<file path="src/rtl/ad3542_spi_tx.sv">
// rtl/ad3542_spi_tx.sv - sample FIFO feeding 24-bit AD3542 SPI write frames
module ad3542_spi_tx #(
    parameter int         CLK_DIV  = 2,
    parameter int         CSB_GAP  = 2,
    parameter int         FIFO_AW  = 2,
    parameter logic [6:0] DAC_ADDR = 7'h2A
) (
    input  logic        clk,
    input  logic        reset_n,
    input  logic        wave_valid,
    input  logic [15:0] wave_out,
    input  logic        ovf_clear,
    output logic        busy,
    output logic        overflow,
    output logic        spi_csb,
    output logic        spi_sclk,
    output logic        spi_sdo
);

    localparam int               DEPTH     = 1 << FIFO_AW;
    localparam logic [FIFO_AW:0] CNT_FULL  = (FIFO_AW + 1)'(DEPTH);
    localparam logic [FIFO_AW:0] CNT_ONE   = (FIFO_AW + 1)'(1);
    localparam logic [FIFO_AW-1:0] PTR_ONE = FIFO_AW'(1);
    localparam logic [7:0]       DIV_LAST  = 8'(CLK_DIV - 1);
    localparam logic [7:0]       GAP_LAST  = 8'(CSB_GAP - 1);

    typedef enum logic [1:0] {IDLE, SHIFT, GAP} state_t;

    logic [15:0]        mem [DEPTH];
    logic [FIFO_AW-1:0] wr_ptr, rd_ptr;
    logic [FIFO_AW:0]   count;
    logic               empty, full, push, pop, drop;
    logic [23:0]        frame;

    state_t      state_q, state_d;
    logic [7:0]  div_q, div_d, gap_q, gap_d;
    logic [5:0]  edge_q, edge_d;
    logic [23:0] shreg_q, shreg_d;
    logic        csb_d, sclk_d, sdo_d;

    assign empty = (count == '0);
    assign full  = (count == CNT_FULL);
    // A full FIFO still accepts a sample when the head leaves in the same cycle.
    assign push  = wave_valid && (!full || pop);
    assign drop  = wave_valid && full && !pop;
    assign frame = {1'b0, DAC_ADDR, mem[rd_ptr]};
    assign busy  = !empty || (state_q != IDLE);

    always_ff @(posedge clk) begin
        if (push) begin
            mem[wr_ptr] <= wave_out;
        end
    end

    always_ff @(posedge clk) begin
        if (!reset_n) begin
            wr_ptr   <= '0;
            rd_ptr   <= '0;
            count    <= '0;
            overflow <= 1'b0;
        end else begin
            if (push) wr_ptr <= wr_ptr + PTR_ONE;
            if (pop)  rd_ptr <= rd_ptr + PTR_ONE;
            case ({push, pop})
                2'b10:   count <= count + CNT_ONE;
                2'b01:   count <= count - CNT_ONE;
                default: count <= count;
            endcase
            // A drop wins over a simultaneous clear.
            if (drop)           overflow <= 1'b1;
            else if (ovf_clear) overflow <= 1'b0;
        end
    end

    always_ff @(posedge clk) begin
        if (!reset_n) begin
            state_q  <= IDLE;
            div_q    <= '0;
            gap_q    <= '0;
            edge_q   <= '0;
            shreg_q  <= '0;
            spi_csb  <= 1'b1;
            spi_sclk <= 1'b0;
            spi_sdo  <= 1'b0;
        end else begin
            state_q  <= state_d;
            div_q    <= div_d;
            gap_q    <= gap_d;
            edge_q   <= edge_d;
            shreg_q  <= shreg_d;
            spi_csb  <= csb_d;
            spi_sclk <= sclk_d;
            spi_sdo  <= sdo_d;
        end
    end

    always_comb begin
        state_d = state_q;
        div_d   = div_q;
        gap_d   = gap_q;
        edge_d  = edge_q;
        shreg_d = shreg_q;
        csb_d   = spi_csb;
        sclk_d  = spi_sclk;
        sdo_d   = spi_sdo;
        pop     = 1'b0;
        case (state_q)
            IDLE: begin
                csb_d  = 1'b1;
                sclk_d = 1'b0;
                sdo_d  = 1'b0;
                if (!empty) begin
                    pop     = 1'b1;
                    csb_d   = 1'b0;
                    sdo_d   = frame[23];
                    shreg_d = {frame[22:0], 1'b0};
                    div_d   = '0;
                    edge_d  = '0;
                    state_d = SHIFT;
                end
            end
            SHIFT: begin
                if (div_q == DIV_LAST) begin
                    div_d  = '0;
                    sclk_d = ~spi_sclk;
                    edge_d = edge_q + 6'd1;
                    // Falling edge: present the next bit, or close the frame on the 24th.
                    if (spi_sclk) begin
                        if (edge_q == 6'd47) begin
                            csb_d   = 1'b1;
                            sclk_d  = 1'b0;
                            sdo_d   = 1'b0;
                            gap_d   = '0;
                            state_d = GAP;
                        end else begin
                            sdo_d   = shreg_q[23];
                            shreg_d = {shreg_q[22:0], 1'b0};
                        end
                    end
                end else begin
                    div_d = div_q + 8'd1;
                end
            end
            GAP: begin
                if (gap_q == GAP_LAST) state_d = IDLE;
                else                   gap_d   = gap_q + 8'd1;
            end
            default: state_d = IDLE;
        endcase
    end

endmodule

</file>
<file path="config.mk">
export PLATFORM = sky130hd
export DESIGN_NAME = ad3542_spi_tx
export DESIGN_NICKNAME = d
export VERILOG_FILES = /design/src/rtl/ad3542_spi_tx.sv
export SDC_FILE = /design/constraint.sdc
export NUM_CORES = 1
export LEC_CHECK = 0
export BUFFER_PORTS_ARGS = -buffer_cell sky130_fd_sc_hd__clkbuf_2
export CORE_MARGIN = 5
export CORE_UTILIZATION = 45
export DETAILED_ROUTE_END_ITERATION = 8
export GPL_ROUTABILITY_DRIVEN = 0
export HOLD_SLACK_MARGIN = 0.08
export PLACE_DENSITY = 0.6
export SYNTH_ARGS = -nofsm -noshare
export SYNTH_HDL_FRONTEND = slang
export SYNTH_SLANG_ARGS = --single-unit
</file>
<file path="constraint.sdc">
create_clock -name clk -period 2.55 [get_ports clk]
set_input_delay 0.1275 -clock clk [delete_from_list [all_inputs] [get_ports clk]]
set_output_delay 0.1275 -clock clk [all_outputs]
set_load 0.02 [all_outputs]
</file>
== After elaboration in Yosys (flattened, before gate mapping) ==
Memories as Yosys holds them, arrays and structs flattened. A register that Yosys moved wholly into a read port is not among the register bits.
Cells that the tools add are included.
Cells by class
  add/subtract/negate cells: 7
  multiply operators: 0
  divide/modulo/power cells: 0
  magnitude comparators: 0
  equal/unequal tests: 15
  shift-type cells: 0
  multiplexer cells: 44
  bitwise gates (word level): 1
  reductions and logical operators: 23
Operators by type and width (count)
  $mux W24: 4
  $mux W8: 6
  $pmux W24 S2: 1
  $pmux W8 S2: 2
  $add A8 B1 Y8 const B: 2
  $eq A8 B1 Y1 const B: 2
  $mux W1: 16
  $reduce_and A5 Y1: 3
  $mux W2: 7
  $ne A2 B2 Y1 const B: 7
  $mux W6: 2
  $pmux W6 S2: 1
  $reduce_bool A2 Y1: 5
  $add A6 B1 Y6 const B: 1
  $eq A6 B6 Y1 const B: 1
  $pmux W1 S2: 3
  $pmux W2 S3: 1
  $pmux W3 S2: 1
  $reduce_and A3 Y1: 2
  $add A2 B1 Y2 const B: 2
  $eq A2 B1 Y1 const B: 2
  $eq A2 B2 Y1 const B: 2
  $reduce_and A2 Y1: 2
  $reduce_and A4 Y1: 1
  other kinds (9): 14
Storage, ports and cells
  flip-flop bits (word level): 59
  bits in latches: 0
  RAM bits: 64
  ROM bits: 0
  input port bits: 20
  word-level logic and storage cells: 103
  memories: 1
Memories
  mem: depth 4, bits a word 16, rd ports 1, clocked after memory_dff 1, write ports 1, line 29  | logic [15:0] mem [DEPTH];

== Depth between registers and ports, before layout ==
  depth after elaboration: 7
  depth in mapped cells: 10
  gate-level depth less buffers: 9

== Worst setup path before layout ==
No wires, ideal clock.
  path type: register to register
  start point: register state_q[0]
  end point: register count[2]
  library setup time: 70 ps
  data arrival time: 2148 ps
  data required time: 2480 ps
  setup slack: 332 ps
  stages on the path, launching flop included: 11
  clock period less this slack: 2218 ps
  cell sequence: dfxtp_1 > buf_2 > or2_2 > a31oi_1 > inv_1 > ha_1 > inv_1 > fa_1 > xor2_1 > or3_1 > a21oi_1
On the way
  word-level cells in the longest chain between the ends: 6
RTL lines
  start: declaration: line 35  | state_t state_q, state_d;
  start signal: assignment: line 86  | state_q <= state_d;
  $logic_not A2 Y1 *: line 107  | case (state_q)
  $mux W1 *: line 107
  $logic_or A1 B1 Y1: line 44  | assign push = wave_valid && (!full || pop);
  $logic_and A1 B1 Y1: line 44
  $eq A2 B1 Y1 or $eq A2 B2 Y1 (tied branches): line 64  | case ({push, pop})
  $pmux W3 S2 or $reduce_bool A2 Y1 (tied branches)
  end signal: assignment: line 65  | 2'b10: count <= count + CNT_ONE;
  end signal: assignment: line 66  | 2'b01: count <= count - CNT_ONE;
  end signal: assignment: line 67  | default: count <= count;
  end: declaration: line 31  | logic [FIFO_AW:0] count;
Every way passes the cells marked *; elsewhere a longest branch is shown, timed or not.
A chain may end at the register's enable or synchronous reset.

== Final worst setup path ==
Same ends and word-level chain as after synthesis.

==> flow_metrics.tcl <==
set metrics [dict create \
    status "finished, final reports clean" \
    cell_variety_after_synth 54 \
    synth.most_common_cell "sky130_fd_sc_hd__edfxtp_1" \
    power.switching_w 0.00234 \
    synthArstFlopShare_pct 0 \
    tritoncts_num_sinks 124 \
    switching_share_pct 32.9 \
    worst_path_maximum_fanout 11 \
    synth_fp_nets 469 \
    rows 39 \
    max_clock_freq_mhz 455 \
    worst-slew-pin-transition_ns 0.808 \
    grt-ovfl-total 0 \
    finalClockSkew_ns 0.00481 \
    floorplan.core_area_sq_um 11600 \
    antenna_found_initial 0 \
    synth_edf_count 64 \
    cp-start-kind "flip-flop" \
    ctsRootBufferMaster "sky130_fd_sc_hd__clkbuf_16" \
    floorplan.io_pins 25 \
    synth.yosys.seq_area_share_pct 58.2 \
    drive_above_1_share_pct 21.0 \
    cts_max_path_buffers 2 \
    post_synth_inst_count 438 \
    drc 0 \
    clk_pin_slew_worst_paths_ns 0.06 \
    synth_ff_type "sky130_fd_sc_hd__edfxtp_1" \
    cts_buffers 17 \
    htreeDepth 4 \
    detail_route.first_pass.iterations 5 \
    port_buffer_cells 24 \
    report.final.slew_viol_count 0 \
    cts_tree "done" \
    share_of_total_power_in_combinational_logic_pct 29.4 \
    ys_top_cells_by_area "sky130_fd_sc_hd__edfxtp_1 (36%), sky130_fd_sc_hd__dfxtp_1 (22%), sky130_fd_sc_hd__mux4_2 (6.7%), sky130_fd_sc_hd__a311oi_1 (3.3%), sky130_fd_sc_hd__nand2_1 (3.1%)" \
    ant_nets 0 \
    maximum_number_of_pins_on_one_net_before_global_route_repair 32 \
    dp_hpwl_microns 6710 \
    worstPathRequired_ns 2.89 \
    timing.final.setup_violations 0 \
    drt_wl_total_microns 10800 \
    synthesis.area_sq_um 5370 \
    period_needed_ns 2.20 \
    tns_setup_ns 0 \
    detailed_place.area_sq_um 5670 \
    critPathKind "flip-flop to flip-flop" \
    max-cap-violations 0 \
    min_period_over_period_pct 86.1 \
    p_seq_share_pct 36.5 \
    power_report.internal_total_w 0.00476 \
    synthDominantAreaCellType "sky130_fd_sc_hd__edfxtp_1" \
    vias_per_cell 5.72 \
    rsz0062_at_grt "false" \
    fin_hold_viols 0 \
    yosys_register_bits 124 \
    post_cts_resize_count 0 \
    slew_headroom_pct 46.1 \
    end_kind "flip-flop" \
    powerDensity_nw_per_um2 1100 \
    initial_util_pct 46.4 \
    post-route-cell-area_sq_um 6460 \
    vias 3679 \
    peakVddDrop_v 0.000675 \
    area_growth_from_synthesis_to_layout_pct 20.3 \
    fp.dieW_microns 119 \
    p_clk_share_pct 34.1 \
    holdCritPathClass "primary input to flip-flop" \
    fin_hold_ws_ns 0.267 \
    leakage_dissipation_nw 2.27 \
    yosys_warnings 0 \
    grt_pass1_vias 3621 \
    n_antenna_cell 0 \
    design.final.nets 519 \
    gr-usage-all-layers_pct 16.4 \
    synth.top_cells.by_count "sky130_fd_sc_hd__edfxtp_1 (64), sky130_fd_sc_hd__dfxtp_1 (60), sky130_fd_sc_hd__nand2_1 (44)" \
    design.die.area_sq_um 14200 \
    wire_length_of_the_first_global_routing_pass_microns 18300 \
    fillerInstances 945 \
    synth_largest_type_area_fraction_pct 35.8 \
    critical_path_arrival_ns 2.53 \
    clkLatencyLatePin_ns 0.42 \
    chipHeight_microns 119 \
    drt-initial-drc-count 230 \
    postSynthAreaPerCell_sq_um 12.3 \
    wl_per_cell_microns 16.8 \
]
-- flip-flops by register name, summed over array words and instances, names as in the netlist, named ones only --
signal,cells
state_q,2
shreg_q,23
div_q,8
mem,64
count,3
spi_sclk,1
gap_q,8
overflow,1
wr_ptr,2
rd_ptr,2
edge_q,6
spi_sdo,1
spi_csb,1
-- cells in the final DEF, fill, tap and decap left out, types with 5 or more instances in the layout --
cell / synthesis / final
sky130_fd_sc_hd__edfxtp_1: 64 / 64
sky130_fd_sc_hd__dfxtp_1: 60 / 60
sky130_fd_sc_hd__nand2_1: 44 / 44
sky130_fd_sc_hd__clkbuf_2: 0 / 24
sky130_fd_sc_hd__nor2_1: 23 / 23
sky130_fd_sc_hd__a31oi_1: 23 / 23
sky130_fd_sc_hd__a311oi_1: 20 / 20
sky130_fd_sc_hd__dlygate4sd3_1: 0 / 19
sky130_fd_sc_hd__buf_4: 1 / 18
sky130_fd_sc_hd__clkbuf_16: 0 / 17
sky130_fd_sc_hd__mux4_2: 16 / 16
sky130_fd_sc_hd__a21oi_1: 15 / 15
sky130_fd_sc_hd__inv_1: 14 / 14
sky130_fd_sc_hd__o21ai_0: 10 / 10
sky130_fd_sc_hd__ha_1: 10 / 10
sky130_fd_sc_hd__nand3_1: 8 / 8
sky130_fd_sc_hd__nor3_1: 6 / 6
sky130_fd_sc_hd__and3_1: 6 / 6
sky130_fd_sc_hd__o31ai_1: 6 / 6
sky130_fd_sc_hd__o2111ai_1: 6 / 6
sky130_fd_sc_hd__xnor2_1: 6 / 6
sky130_fd_sc_hd__nand4_1: 5 / 5
-- routing by layer --
layer / track usage (%) / vias up / part of all wire [%]
met5: 0 / - / 0
met1: 21.0 / 1823 / 46
met4: 6.08 / 0 / 1.2
met2: 26.2 / 53 / 49
met3: 5.02 / 11 / 3.3
li1: - / 1792 / -
-- critical path, stage by stage, from the launching register on --
cell                      delay (ns)
sky130_fd_sc_hd__dfxtp_1        0.53
sky130_fd_sc_hd__or2_2          0.19
sky130_fd_sc_hd__a31oi_1        0.11
sky130_fd_sc_hd__inv_1          0.08
sky130_fd_sc_hd__ha_1           0.17
sky130_fd_sc_hd__inv_1          0.06
sky130_fd_sc_hd__fa_1           0.37
sky130_fd_sc_hd__xor2_1         0.15
sky130_fd_sc_hd__or3_1          0.31
sky130_fd_sc_hd__a21oi_1        0.14
-- logic make-up (layout without fill, tap and decap cells) --
group / Yosys count / count (layout) / share of synthesized area, %
and+or+nand+nor: 125 / 125 / 12.6
DFF: 124 / 124 / 58.2
AOI/OAI and AO/OA: 106 / 106 / 14.5
buffers and inverters: 45 / 107 / 3.43
muxes: 18 / 18 / 7.09
adders and majority gates: 11 / 11 / 2.70
xor gates and xnor gates: 9 / 9 / 1.47
-- power groups by stage --
stage	registers, W	logic [W]	clock network [W]
final	0.00259	0.00209	0.00242
after global routing	0.00263	0.00234	0.00256
after CTS	0.00259	0.00212	0.00246
after detailed placement	0.00263	0.00208	0
after global placement	0.00261	0.00206	0
after floorplan	0.00258	0.00157	0
-- worst paths after layout --
| path | startpoint | end | slack, ns | cells after the start |
|---|---|---|---|---|
| setup / recovery | state_q[0]$_SDFFE_PN0P_ | count[2]$_SDFFE_PN0P_ | 0.35 | 9 |
| hold / removal | wave_valid | wr_ptr[0]$_SDFFE_PN0P_ | 0.27 | 6 |
| setup reg to reg | state_q[0]$_SDFFE_PN0P_ | count[2]$_SDFFE_PN0P_ | 0.35 | 9 |
| hold reg to reg | shreg_q[23]$_SDFFE_PN0P_ | shreg_q[23]$_SDFFE_PN0P_ | 0.46 | 2 |
-- cell type report --
cell class,instances,area (sq um),area share (%)
well taps,143,179,2.77
flip-flops and latches,124,3120,48.3
multi-input cells,269,2060,31.9
clock buffers,17,425,6.59
repair buffers,61,445,6.90
inverters,15,56.3,0.872
clock inverters,14,170,2.63
-- through the flow --
step                      power (W)  worst slack, ns  util, %  cells
after floorplan             0.00415            0.332        -    438
after global placement      0.00467            0.437     49.1    593
after detailed placement    0.00471            0.365     49.1    593
after CTS                   0.00717            0.337     55.9    643
after global routing        0.00752            0.140     55.9    643
final                       0.00709            0.354     55.9    643
-- timing repair --
action,CTS,global route
setup buffers,0,0
endpoints found under the hold margin,68,0
hold buffers,19,0
endpoints found under the setup margin,0,0
Power figures use the tool's default switching activity.
